## config.mk

```make
export PLATFORM = sky130hd
export DESIGN_NAME = serial_adder_ctrl
export DESIGN_NICKNAME = d
export VERILOG_FILES = /design/src/rtl/serial_adder_ctrl.sv
export SDC_FILE = /design/constraint.sdc
export NUM_CORES = 1
export LEC_CHECK = 0
export ABC_AREA = 1
export CAP_MARGIN = 20
export CELL_PAD_IN_SITES_DETAIL_PLACEMENT = 1
export CELL_PAD_IN_SITES_GLOBAL_PLACEMENT = 1
export CORE_MARGIN = 1.5
export CORE_UTILIZATION = 38
export DETAILED_ROUTE_END_ITERATION = 8
export GPL_TIMING_DRIVEN = 0
export PLACE_DENSITY_LB_ADDON = 0.1
export SLEW_MARGIN = 20
export SYNTH_ARGS = -nofsm -noshare
export SYNTH_HDL_FRONTEND = slang
export SYNTH_SLANG_ARGS = --single-unit
```

## constraint.sdc

```tcl
create_clock -name clk -period 2.4 [get_ports clk]
set_clock_uncertainty 0.2 [all_clocks]
set_input_delay 0.36 -clock clk [delete_from_list [all_inputs] [get_ports clk]]
set_output_delay 0.36 -clock clk [all_outputs]
set_load 0.03 [all_outputs]
```

## src/rtl/serial_adder_ctrl.sv

```systemverilog
// serial_adder_ctrl: bit-serial W-bit adder sharing one full-adder cell across all bits

// Half adder cell; two of these plus an OR form the shared full adder.
module half_adder (
  input  logic x,
  input  logic y,
  output logic s,
  output logic c
);
  assign s = x ^ y;
  assign c = x & y;
endmodule

module serial_adder_ctrl #(
  parameter int W = 8
) (
  input  logic         clk,
  input  logic         rstn,
  input  logic         in_valid,
  output logic         in_ready,
  input  logic [W-1:0] a,
  input  logic [W-1:0] b,
  output logic         out_valid,
  input  logic         out_ready,
  output logic [W-1:0] sum,
  output logic         carry_out
);
  localparam int CW = W > 1 ? $clog2(W) : 1;
  typedef enum logic [1:0] {IDLE, RUN, DONE} state_t;
  state_t state, nxt;
  logic [W-1:0] ra, rb, rs, rs_nx;
  logic [CW-1:0] cnt;
  logic c, s, s1, c1, c2, co;
  half_adder ha1 (.x(ra[0]), .y(rb[0]), .s(s1), .c(c1));
  half_adder ha2 (.x(s1), .y(c), .s(s), .c(c2));
  assign co = c1 | c2;
  if (W == 1) begin : g_one
    assign rs_nx = s;
  end else begin : g_wide
    assign rs_nx = {s, rs[W-1:1]};
  end
  // Next state: accept in IDLE, finish after the W-th bit step, release on downstream accept
  always_comb begin
    nxt = state == IDLE ? (in_valid ? RUN : IDLE) :
          state == RUN  ? (cnt == CW'(W - 1) ? DONE : RUN) :
          state == DONE ? (out_ready ? IDLE : DONE) : IDLE;
  end
  // State register and datapath: load operands on accept, one bit per cycle during RUN
  always_ff @(posedge clk) begin
    if (!rstn) begin
      state <= IDLE;
      ra    <= '0;
      rb    <= '0;
      rs    <= '0;
      c     <= 1'b0;
      cnt   <= '0;
    end else begin
      state <= nxt;
      if (state == IDLE && in_valid) begin
        ra  <= a;
        rb  <= b;
        rs  <= '0;
        c   <= 1'b0;
        cnt <= '0;
      end else if (state == RUN) begin
        ra  <= ra >> 1;
        rb  <= rb >> 1;
        rs  <= rs_nx;
        c   <= co;
        cnt <= cnt + CW'(1);
      end
    end
  end
  assign in_ready  = state == IDLE;
  assign out_valid = state == DONE;
  assign sum       = rs;
  assign carry_out = c;
endmodule

```

==> impl_metrics.py, run 1 <==
metrics = {
    "sta": {
        "clock.fmax_ghz": 0.4637,
        "rsz0062_at_grt": "no",
        "hold_viol": 0,
        "setup_viol": 0,
        "period_share": 0.8985,
        "max_slew_margin": 0.6827,
        "worst_pin_slew_ps": 475.9,
        "period_needed_ps": 2156,
        "drv_slew": 0,
        "finalSetupTns_ps": 0,
    },
    "worst_setup_path": {
        "rr_endpoint": "sum[4]$_SDFFE_PP0P_",
        "critPathBufInv": 3,
        "cp_top_family": "buffers and inverters",
        "worstSetupStartpointType": "register",
        "slowest_stage": "dlygate4sd2_1",
        "endpoint_kind": "primary output",
        "r2r_slack_ps": 870,
        "worstRegToRegCells": 6,
        "crit_path_max_fanout": 10,
        "crit_type": "register to primary output",
        "reg2reg_from": "state[0]$_SDFF_PN0_",
        "required_ps": 1840,
        "crit_path_max_incr_delay_ps": 420,
        "arrival_ps": 1600,
        "path_cells": "buf_4 -> nor2_4 -> buf_2 -> dlygate4sd2_1",
    },
    "cts": {
        "cts_tree": "built",
        "clock_path_buffers": 2,
        "clk-insertion-delay-late_ps": 280,
        "cts.sinks": 30,
        "ctsHoldBuffers": 0,
        "cts_setup_buffers": 0,
        "htree_levels": 2,
        "cts_buffers": 5,
        "cts.reportedPaths.clkPinSlew_ps": 60,
        "clock-root-buffer": "clkbuf_8",
    },
    "layout": {
        "layout_commonest_cell": "nand2_1",
        "nFillCells": 491,
        "areaGrowthSynthToFinish_pct": 31.08,
        "mostFrequentLayoutCells": "71 x nand2_1, 30 x dfxtp_1, 27 x clkdlybuf4s50_1, 25 x nand3_1, 25 x a21oi_1",
        "n_antenna_cell": 0,
        "final_cell_area_um2": 1868,
        "drive_gt1_frac": 0.1092,
        "num-nets-final": 260,
        "final_core_util": 0.5141,
    },
    "floorplanning": {
        "start_util": 0.3922,
        "rows": 22,
        "die_area_um2": 4127,
        "die_y_um": 64.24,
        "core_area_um2": 3633,
        "io_pins": 31,
        "dieWidth_um": 64.24,
    },
    "power_and_ir_drop": {
        "irDropWorstVdd_mv": 0.3689,
        "p_leak_nw": 0.8377,
        "p_per_area_nw_per_um2": 606.5,
    },
    "synthesis": {
        "synth.avg_cell_area_um2": 7.090,
        "yosysSeqAreaShare": 0.4214,
        "ys_ff_latch": 30,
        "yosysTopAreaCellShare": 0.4214,
        "synth_top_area_cell": "dfxtp_1",
        "yosysWarnings": 0,
        "synth_cell_types": 20,
        "synthCells": 201,
        "syn-cell-area_um2": 1425,
        "ys_top_cells_by_area": "dfxtp_1 42%, nand2_1 19%, a21oi_1 8.8%, nand3_1 8.8%, inv_1 4.2%",
        "syn_nets": 224,
    },
    "grt": {
        "grt_pass1_wl_um": 6534,
        "antenna_found_initial": 0,
        "grt_overflow": 0,
        "grt_start_max_net_pins": 11,
        "grt_pass1_vias": 1434,
        "grt.total_usage": 0.2040,
    },
    "place": {
        "io_buffers": 29,
        "gp_congestion": 0.7126,
        "dpl.hpwl_um": 2730,
        "placed_area_um2": 1775,
    },
    "hold_path": {
        "min_from": "rb[4]$_SDFFE_PN0P_",
        "min_to": "rb[4]$_SDFFE_PN0P_",
        "min_path_type": "register to register",
        "worstHoldPathCells": 2,
    },
    "drt": {
        "drt_pass1_iterations": 4,
        "drc": 0,
        "wl_per_cell_um": 12.81,
        "vias": 1395,
        "vias_per_cell": 4.878,
        "drt_iter0_markers": 70,
        "ant_nets": 0,
        "totalWireLength_um": 3664,
    },
    "outcome": {
        "outcome": "complete, no violations",
    },
    "run": {
        "drv_cap": 0,
    },
}
[cells by family (layout without fill, tap and decap cells)]
group           count (synthesis)  in the layout  share of synthesized area
fa+ha+maj                       3              3                    0.03160
xor+xnor                        1              1                   0.006147
compound gates                 27             27                     0.1045
simple gates                  109            109                     0.3284
buf+inv                        31             68                     0.1080
flops                          30             30                     0.4214
[layer usage]
metal | routed length, µm | global-route usage | vias to the layer above
li1 | - | - | 702
met4 | 45 | 0.06383 | 0
met2 | 1834 | 0.3503 | 21
met1 | 1672 | 0.2519 | 667
met3 | 111 | 0.04754 | 5
met5 | 0 | 0 | -
[through the flow]
step	hold slack (ps)	std cells	worst slack, ps	power (mW)
floorplan	243.5	201	978.4	0.6586
global placement	251.3	278	264.1	0.7191
detailed placement	254.3	278	248.2	0.7291
CTS	264.5	286	32.32	1.151
global route	285.0	286	167.1	1.195
finish	265.9	286	243.6	1.133
[report_power, final]
group | switching, mW | leakage [nW] | total [mW] | internal (mW)
registers | 0.0132 | 0.245 | 0.536 | 0.523
clock network | 0.187 | 0.0482 | 0.418 | 0.231
logic | 0.102 | 0.544 | 0.179 | 0.0771
total | 0.302 | 0.838 | 1.13 | 0.831
[synthesized netlist by cell type]
master	n
nand2_2	2
nand3_1	25
o21a_1	1
xor2_1	1
nor2_1	8
buf_2	5
clkbuf_2	1
nand2_1	71
nor2_4	3
fa_1	1
clkinv_1	1
buf_6	3
inv_2	2
buf_4	2
o21ai_4	1
dfxtp_1	30
inv_1	16
a21oi_1	25
ha_1	2
clkbuf_1	1
[tightest hold or removal path, cell delays in order, from the launching register on]
cell	delay [ps]
dfxtp_1	310
nand2_1	60
a21oi_1	50
[state kept, by name (all words and copies together) (netlist names)]
name,count
state,2
sum,8
cnt,3
carry_out,1
ra,8
rb,8
[worst max-delay path by stage]
stage                                   start   endpoint  slack, ps  cells after the start
after floorplan           state[1]$_SDFF_PP0_  out_valid        980                      3
after CTS                 state[1]$_SDFF_PP0_  out_valid         30                      4
after global routing      state[0]$_SDFF_PN0_   in_ready        170                      4
after global placement    state[0]$_SDFF_PN0_   in_ready        260                      4
after detailed placement  state[0]$_SDFF_PN0_   in_ready        250                      4
final                     state[0]$_SDFF_PN0_   in_ready        240                      4
[timing repair]
action | CTS | global route
resized for setup | 1 | 1
gates cloned | 0 | 0
endpoints found under the setup margin | 1 | 1
pin swaps | 0 | 0
[layout make-up]
class | instances | area (µm²) | area share
tap | 48 | 60.06 | 0.03215
inverter | 19 | 71.32 | 0.03818
clock inverter | 1 | 5.005 | 0.002679
clock buffer | 7 | 86.33 | 0.04622
timing repair buffer | 29 | 291.5 | 0.1561
multi-input combinational | 140 | 670.6 | 0.3590
buffer | 12 | 82.58 | 0.04421
sequential | 30 | 600.6 | 0.3215
(Power assumes the default switching activity.)
==> run 2: changes to the inputs <==
Settings changed: CORE_ASPECT_RATIO set to 0.9, SYNTH_HIERARCHICAL set to 1.
==> run 2 against run 1 <==
Effect of this change: total power down 2.4%; clock-buffer cell count unchanged; sequential cell count unchanged; worst hold slack better by 6.2 ps; critical path depth is the same; final area decreased by 0.54%; worst setup slack worse by 32 ps; via count grew 0.93%; cell count fell by 1.4%; die area up 0.68%; sequential power barely moved; non-clock buffer count stayed put; critical endpoint unchanged.
==> impl_metrics.py, run 2 <==
metrics = {
    "power_and_ir_drop": {
        "irDropWorstVdd_mv": 0.3083,
        "p_leak_nw": 0.8385,
        "totalPowerFinal_mw": 1.106,
        "p_per_area_nw_per_um2": 595.3,
    },
    "place": {
        "io_buffers": 29,
        "gp_congestion": 0.7917,
        "dpl.hpwl_um": 2868,
        "place_inst": 275,
    },
    "cts": {
        "ctsHoldBuffers": 0,
        "clk-insertion-delay-late_ps": 290,
        "cts_setup_buffers": 0,
        "htree_levels": 2,
        "cts_buffers": 5,
        "cts_tree": "built",
        "cts.reportedPaths.clkPinSlew_ps": 60,
        "clock_path_buffers": 2,
        "cts.sinks": 30,
        "clock-root-buffer": "clkbuf_8",
    },
    "layout": {
        "mostFrequentLayoutCells": "70 x nand2_1, 30 x dfxtp_1, 27 x clkdlybuf4s50_1, 25 x nand3_1, 25 x a21oi_1",
        "fin_cells": 282,
        "n_antenna_cell": 0,
        "drive_gt1_frac": 0.09664,
        "nFillCells": 466,
        "areaGrowthSynthToFinish_pct": 29.47,
        "layout_commonest_cell": "nand2_1",
        "num-nets-final": 262,
    },
    "floorplanning": {
        "start_util": 0.4096,
        "die_y_um": 61.30,
        "io_pins": 31,
        "rows": 20,
        "core_area_um2": 3503,
        "die_area_um2": 4155,
        "dieWidth_um": 67.78,
    },
    "synthesis": {
        "synth_fa_ha_area_frac": 0.03487,
        "yosysSeqAreaShare": 0.4185,
        "syn_nets": 226,
        "synthArstFlopShare": 0,
        "ys_ff_latch": 30,
        "synthCells": 202,
        "ys_top_cells_by_area": "dfxtp_1 42%, nand2_1 18%, a21oi_1 8.7%, nand3_1 8.7%, inv_1 4.4%",
        "yosys.area_share.simple": 0.3235,
        "yosysWarnings": 6,
        "synth_cell_types": 20,
        "synth_edf_count": 0,
        "yosysTopAreaCellShare": 0.4185,
        "synth_compound_area_frac": 0.1072,
        "synth_common_cells": "70 x nand2_1, 30 x dfxtp_1, 25 x a21oi_1, 25 x nand3_1, 17 x inv_1",
        "synth.avg_cell_area_um2": 7.105,
        "syn-cell-area_um2": 1435,
        "ys.flop_type": "dfxtp_1",
        "synth_top_family_by_area": "simple AND/OR/NAND/NOR gates",
        "synth_xor_area_frac": 0.006103,
        "synth_top_area_cell": "dfxtp_1",
        "yosysMostFrequentCell": "nand2_1",
        "synthMuxAreaShare": 0,
    },
    "worst_setup_path": {
        "worstSetupStartpointType": "register",
        "endpoint_kind": "primary output",
        "slowest_stage": "dlygate4sd2_1",
        "arrival_ps": 1630,
        "crit_path_max_incr_delay_ps": 430,
        "required_ps": 1840,
        "path_cells": "buf_6 -> nor2_4 -> buf_2 -> dlygate4sd2_1",
        "worstRegToRegCells": 6,
        "crit_type": "register to primary output",
        "crit_path_max_fanout": 10,
    },
    "run": {
        "drv_cap": 0,
    },
    "grt": {
        "grt_pass1_wl_um": 6285,
        "grt_start_max_net_pins": 11,
        "antenna_found_initial": 0,
        "grt.total_usage": 0.2088,
        "grt_overflow": 0,
        "grt_pass1_vias": 1375,
    },
    "drt": {
        "totalWireLength_um": 3808,
        "wl_per_cell_um": 13.50,
        "ant_nets": 0,
        "vias_per_cell": 4.993,
        "drt_iter0_markers": 38,
        "drc": 0,
        "vias": 1408,
        "drt_pass1_iterations": 4,
    },
    "sta": {
        "period_share": 0.9119,
        "clock.fmax_ghz": 0.4569,
        "setup_viol": 0,
        "max_slew_margin": 0.6867,
        "period_needed_ps": 2189,
        "drv_slew": 0,
        "rsz0062_at_grt": "no",
        "hold_viol": 0,
        "finalSetupTns_ps": 0,
        "worst_pin_slew_ps": 470.0,
        "hold_ws_ps": 272.1,
    },
    "hold_path": {
        "worstHoldPathCells": 2,
        "min_path_type": "register to register",
    },
    "outcome": {
        "outcome": "complete, no violations",
    },
}
## run 2: area by class of cell
cell class / count / area [µm²] / area share
multi-input combinational: 141 / 676.9 / 0.3643
sequential: 30 / 600.6 / 0.3232
timing repair buffer: 29 / 291.5 / 0.1569
buffer: 12 / 86.33 / 0.04646
clock buffer: 7 / 76.32 / 0.04108
inverter: 19 / 71.32 / 0.03838
tap: 44 / 55.05 / 0.02963
## run 2: worst paths after layout
check | from | end | slack [ps]
min reg2reg | ra[4]$_SDFFE_PN0P_ | ra[4]$_SDFFE_PN0P_ | 270
max | state[0]$_SDFF_PN0_ | in_ready | 210
min | ra[4]$_SDFFE_PN0P_ | ra[4]$_SDFFE_PN0P_ | 270
max reg2reg | state[0]$_SDFF_PN0_ | cnt[0]$_SDFFE_PP0P_ | 890
## run 2: what timing repair did
action	in CTS	in global routing
gates resized for setup	1	1
setup endpoints to repair	1	1
hold endpoints to repair	0	0
## run 2: critical path, delay by kind of cell (launching register included)
kind | cells | cell delay [ps]
and+or+nand+nor | 1 | 200
DFF | 1 | 310
buffers and inverters | 3 | 840
## run 2: metal layers
layer	vias up	track usage	routed length, µm
met2	20	0.3277	1764
met5	-	0	0
met1	674	0.2641	1840
met4	0	0.09429	84
met3	6	0.06764	119
li1	708	-	-
## run 2: logic make-up (layout without fill, tap and decap cells)
group | Yosys count | count (layout)
AND/OR/NAND/NOR | 108 | 108
XOR/XNOR | 1 | 1
adder cells (fa/ha/maj) | 4 | 4
AO/OA/AOI/OAI | 28 | 28
buffers and inverters | 31 | 67
flip-flops | 30 | 30
## run 2: metrics by stage
step           utilization  area, µm²  setup slack (ps)
3_5_place_dp        0.5082       1780             244.9
4_1_cts             0.5296       1856             22.33
2_1_floorplan            -       1435             977.2
3_3_place_gp        0.5082       1780             236.6
6_report            0.5304       1858             211.5
5_1_grt             0.5304       1858             141.5
## run 2: where the power goes
group	switching (mW)	total, mW	internal, mW
logic	0.104	0.183	0.0787
clock network	0.188	0.387	0.199
registers	0.0135	0.536	0.523
total	0.305	1.11	0.801
==> run 3: changes to the inputs <==
Settings changed: CORE_MARGIN 1.5 to 1.
==> run 3 against run 2 <==
Effect of this change: sequential share of layout area down 0.26 points; fmax rose by 1.1%; worst setup slack better by 25 ps.
==> impl_metrics.py, run 3 (same netlist as run 2, synthesis figures left out) <==
metrics = {
    "outcome": {
        "outcome": "complete, no violations",
    },
    "layout": {
        "num-nets-final": 262,
        "n_antenna_cell": 0,
        "fin_cells": 283,
        "mostFrequentLayoutCells": "70 x nand2_1, 30 x dfxtp_1, 27 x clkdlybuf4s50_1, 25 x nand3_1, 25 x a21oi_1",
        "drive_gt1_frac": 0.1046,
        "layout_commonest_cell": "nand2_1",
        "areaGrowthSynthToFinish_pct": 30.51,
        "final_cell_area_um2": 1873,
    },
    "hold_path": {
        "min_from": "ra[5]$_SDFFE_PN0P_",
        "worstHoldPathCells": 2,
        "min_to": "ra[5]$_SDFFE_PN0P_",
        "min_path_type": "register to register",
    },
    "worst_setup_path": {
        "crit_path_max_fanout": 10,
        "r2r_slack_ps": 880,
        "endpoint_kind": "primary output",
        "critPathBufInv": 3,
        "crit_path_max_incr_delay_ps": 420,
        "crit_type": "register to primary output",
        "slowest_stage": "dlygate4sd2_1",
        "required_ps": 1840,
        "path_cells": "buf_6 -> nor2_4 -> buf_2 -> dlygate4sd2_1",
        "arrival_ps": 1600,
        "worstRegToRegCells": 6,
        "worstSetupStartpointType": "register",
        "reg2reg_from": "state[0]$_SDFF_PN0_",
        "rr_endpoint": "carry_out$_SDFFE_PP0P_",
        "cp_top_family": "buffers and inverters",
    },
    "drt": {
        "wl_per_cell_um": 13.36,
        "drc": 0,
        "totalWireLength_um": 3781,
        "vias": 1401,
        "ant_nets": 0,
        "vias_per_cell": 4.951,
        "drt_iter0_markers": 76,
        "drt_pass1_iterations": 4,
    },
    "grt": {
        "grt_overflow": 0,
        "antenna_found_initial": 0,
        "grt_start_max_net_pins": 11,
        "grt_pass1_wl_um": 6237,
        "grt_pass1_vias": 1379,
        "grt.total_usage": 0.2111,
    },
    "sta": {
        "drv_slew": 0,
        "setup_viol": 0,
        "period_share": 0.9016,
        "clock.fmax_ghz": 0.4621,
        "hold_viol": 0,
        "finalSetupTns_ps": 0,
        "worst_pin_slew_ps": 500.4,
        "max_slew_margin": 0.6664,
        "rsz0062_at_grt": "no",
        "period_needed_ps": 2164,
    },
    "floorplanning": {
        "dieWidth_um": 66.78,
        "rows": 20,
        "die_y_um": 60.30,
        "start_util": 0.4096,
        "io_pins": 31,
        "core_area_um2": 3503,
        "die_area_um2": 4027,
    },
    "power_and_ir_drop": {
        "p_per_area_nw_per_um2": 605.2,
        "irDropWorstVdd_mv": 0.3731,
        "p_leak_nw": 0.8484,
    },
    "cts": {
        "cts_buffers": 5,
        "cts_tree": "built",
        "clock-root-buffer": "clkbuf_8",
        "cts_setup_buffers": 0,
        "cts.reportedPaths.clkPinSlew_ps": 60,
        "cts.sinks": 30,
        "clk-insertion-delay-late_ps": 280,
        "clock_path_buffers": 2,
        "htree_levels": 2,
        "ctsHoldBuffers": 0,
    },
    "place": {
        "gp_congestion": 0.7248,
        "placed_area_um2": 1780,
        "io_buffers": 29,
        "dpl.hpwl_um": 2806,
        "place_inst": 275,
    },
    "run": {
        "drv_cap": 0,
    },
}
run 3: cell types whose count changed in the layout (fill, tap and decap cells not counted):
cell,delta
clkbuf_1,-1
clkinv_2,+1
clkbuf_8,+1
run 3: how the worst max path moves through the flow:
stage / from / endpoint / cells after the start
final: state[0]$_SDFF_PN0_ / in_ready / 4
after global routing: state[0]$_SDFF_PN0_ / in_ready / 4
after CTS: state[1]$_SDFF_PP0_ / out_valid / 4
after detailed placement: state[0]$_SDFF_PN0_ / in_ready / 4
after global placement: state[0]$_SDFF_PN0_ / in_ready / 4
after floorplan: state[1]$_SDFF_PP0_ / out_valid / 3
run 3: layout make-up:
class	instances	area [µm²]
well taps	44	55.05
plain buffers	12	86.33
clock buffers	7	86.33
inverters	19	71.32
flip-flops and latches	30	600.6
multi-input cells	141	676.9
clock inverters	1	5.005
fillers	463	1630
repair buffers	29	291.5
run 3: timing repair:
| item | in CTS | in global routing |
|---|---|---|
| setup endpoints to repair | 1 | 1 |
| gates resized for setup | 1 | 1 |
| pin swaps | 0 | 0 |
run 3: metrics by stage:
stage / worst slack [ps] / util / hold slack, ps / power [mW]
2_1_floorplan: 977.2 / - / 243.5 / 0.6603
3_3_place_gp: 247.0 / 0.5082 / 252.0 / 0.7215
3_5_place_dp: 252.9 / 0.5082 / 260.0 / 0.7313
4_1_cts: 47.02 / 0.5339 / 268.3 / 1.148
5_1_grt: 144.6 / 0.5346 / 292.7 / 1.198
6_report: 236.2 / 0.5346 / 267.0 / 1.134
run 3: report_power, final:
group	total (mW)	switching [mW]	internal [mW]
Sequential	0.537	0.0142	0.523
Combinational	0.181	0.103	0.0788
Clock	0.415	0.184	0.231
run 3: tightest hold or removal path: stages (launching register included):
cell     delay [ps]
dfxtp_1         310
nand2_1          60
a21oi_1          50
run 3: metal layers:
metal | wire (µm) | global-route usage | part of all wire
met1 | 1832 | 0.2755 | 0.48
met2 | 1771 | 0.3319 | 0.47
met3 | 147 | 0.05725 | 0.039
met4 | 30 | 0.08207 | 0.0079
met5 | 0 | 0 | 0
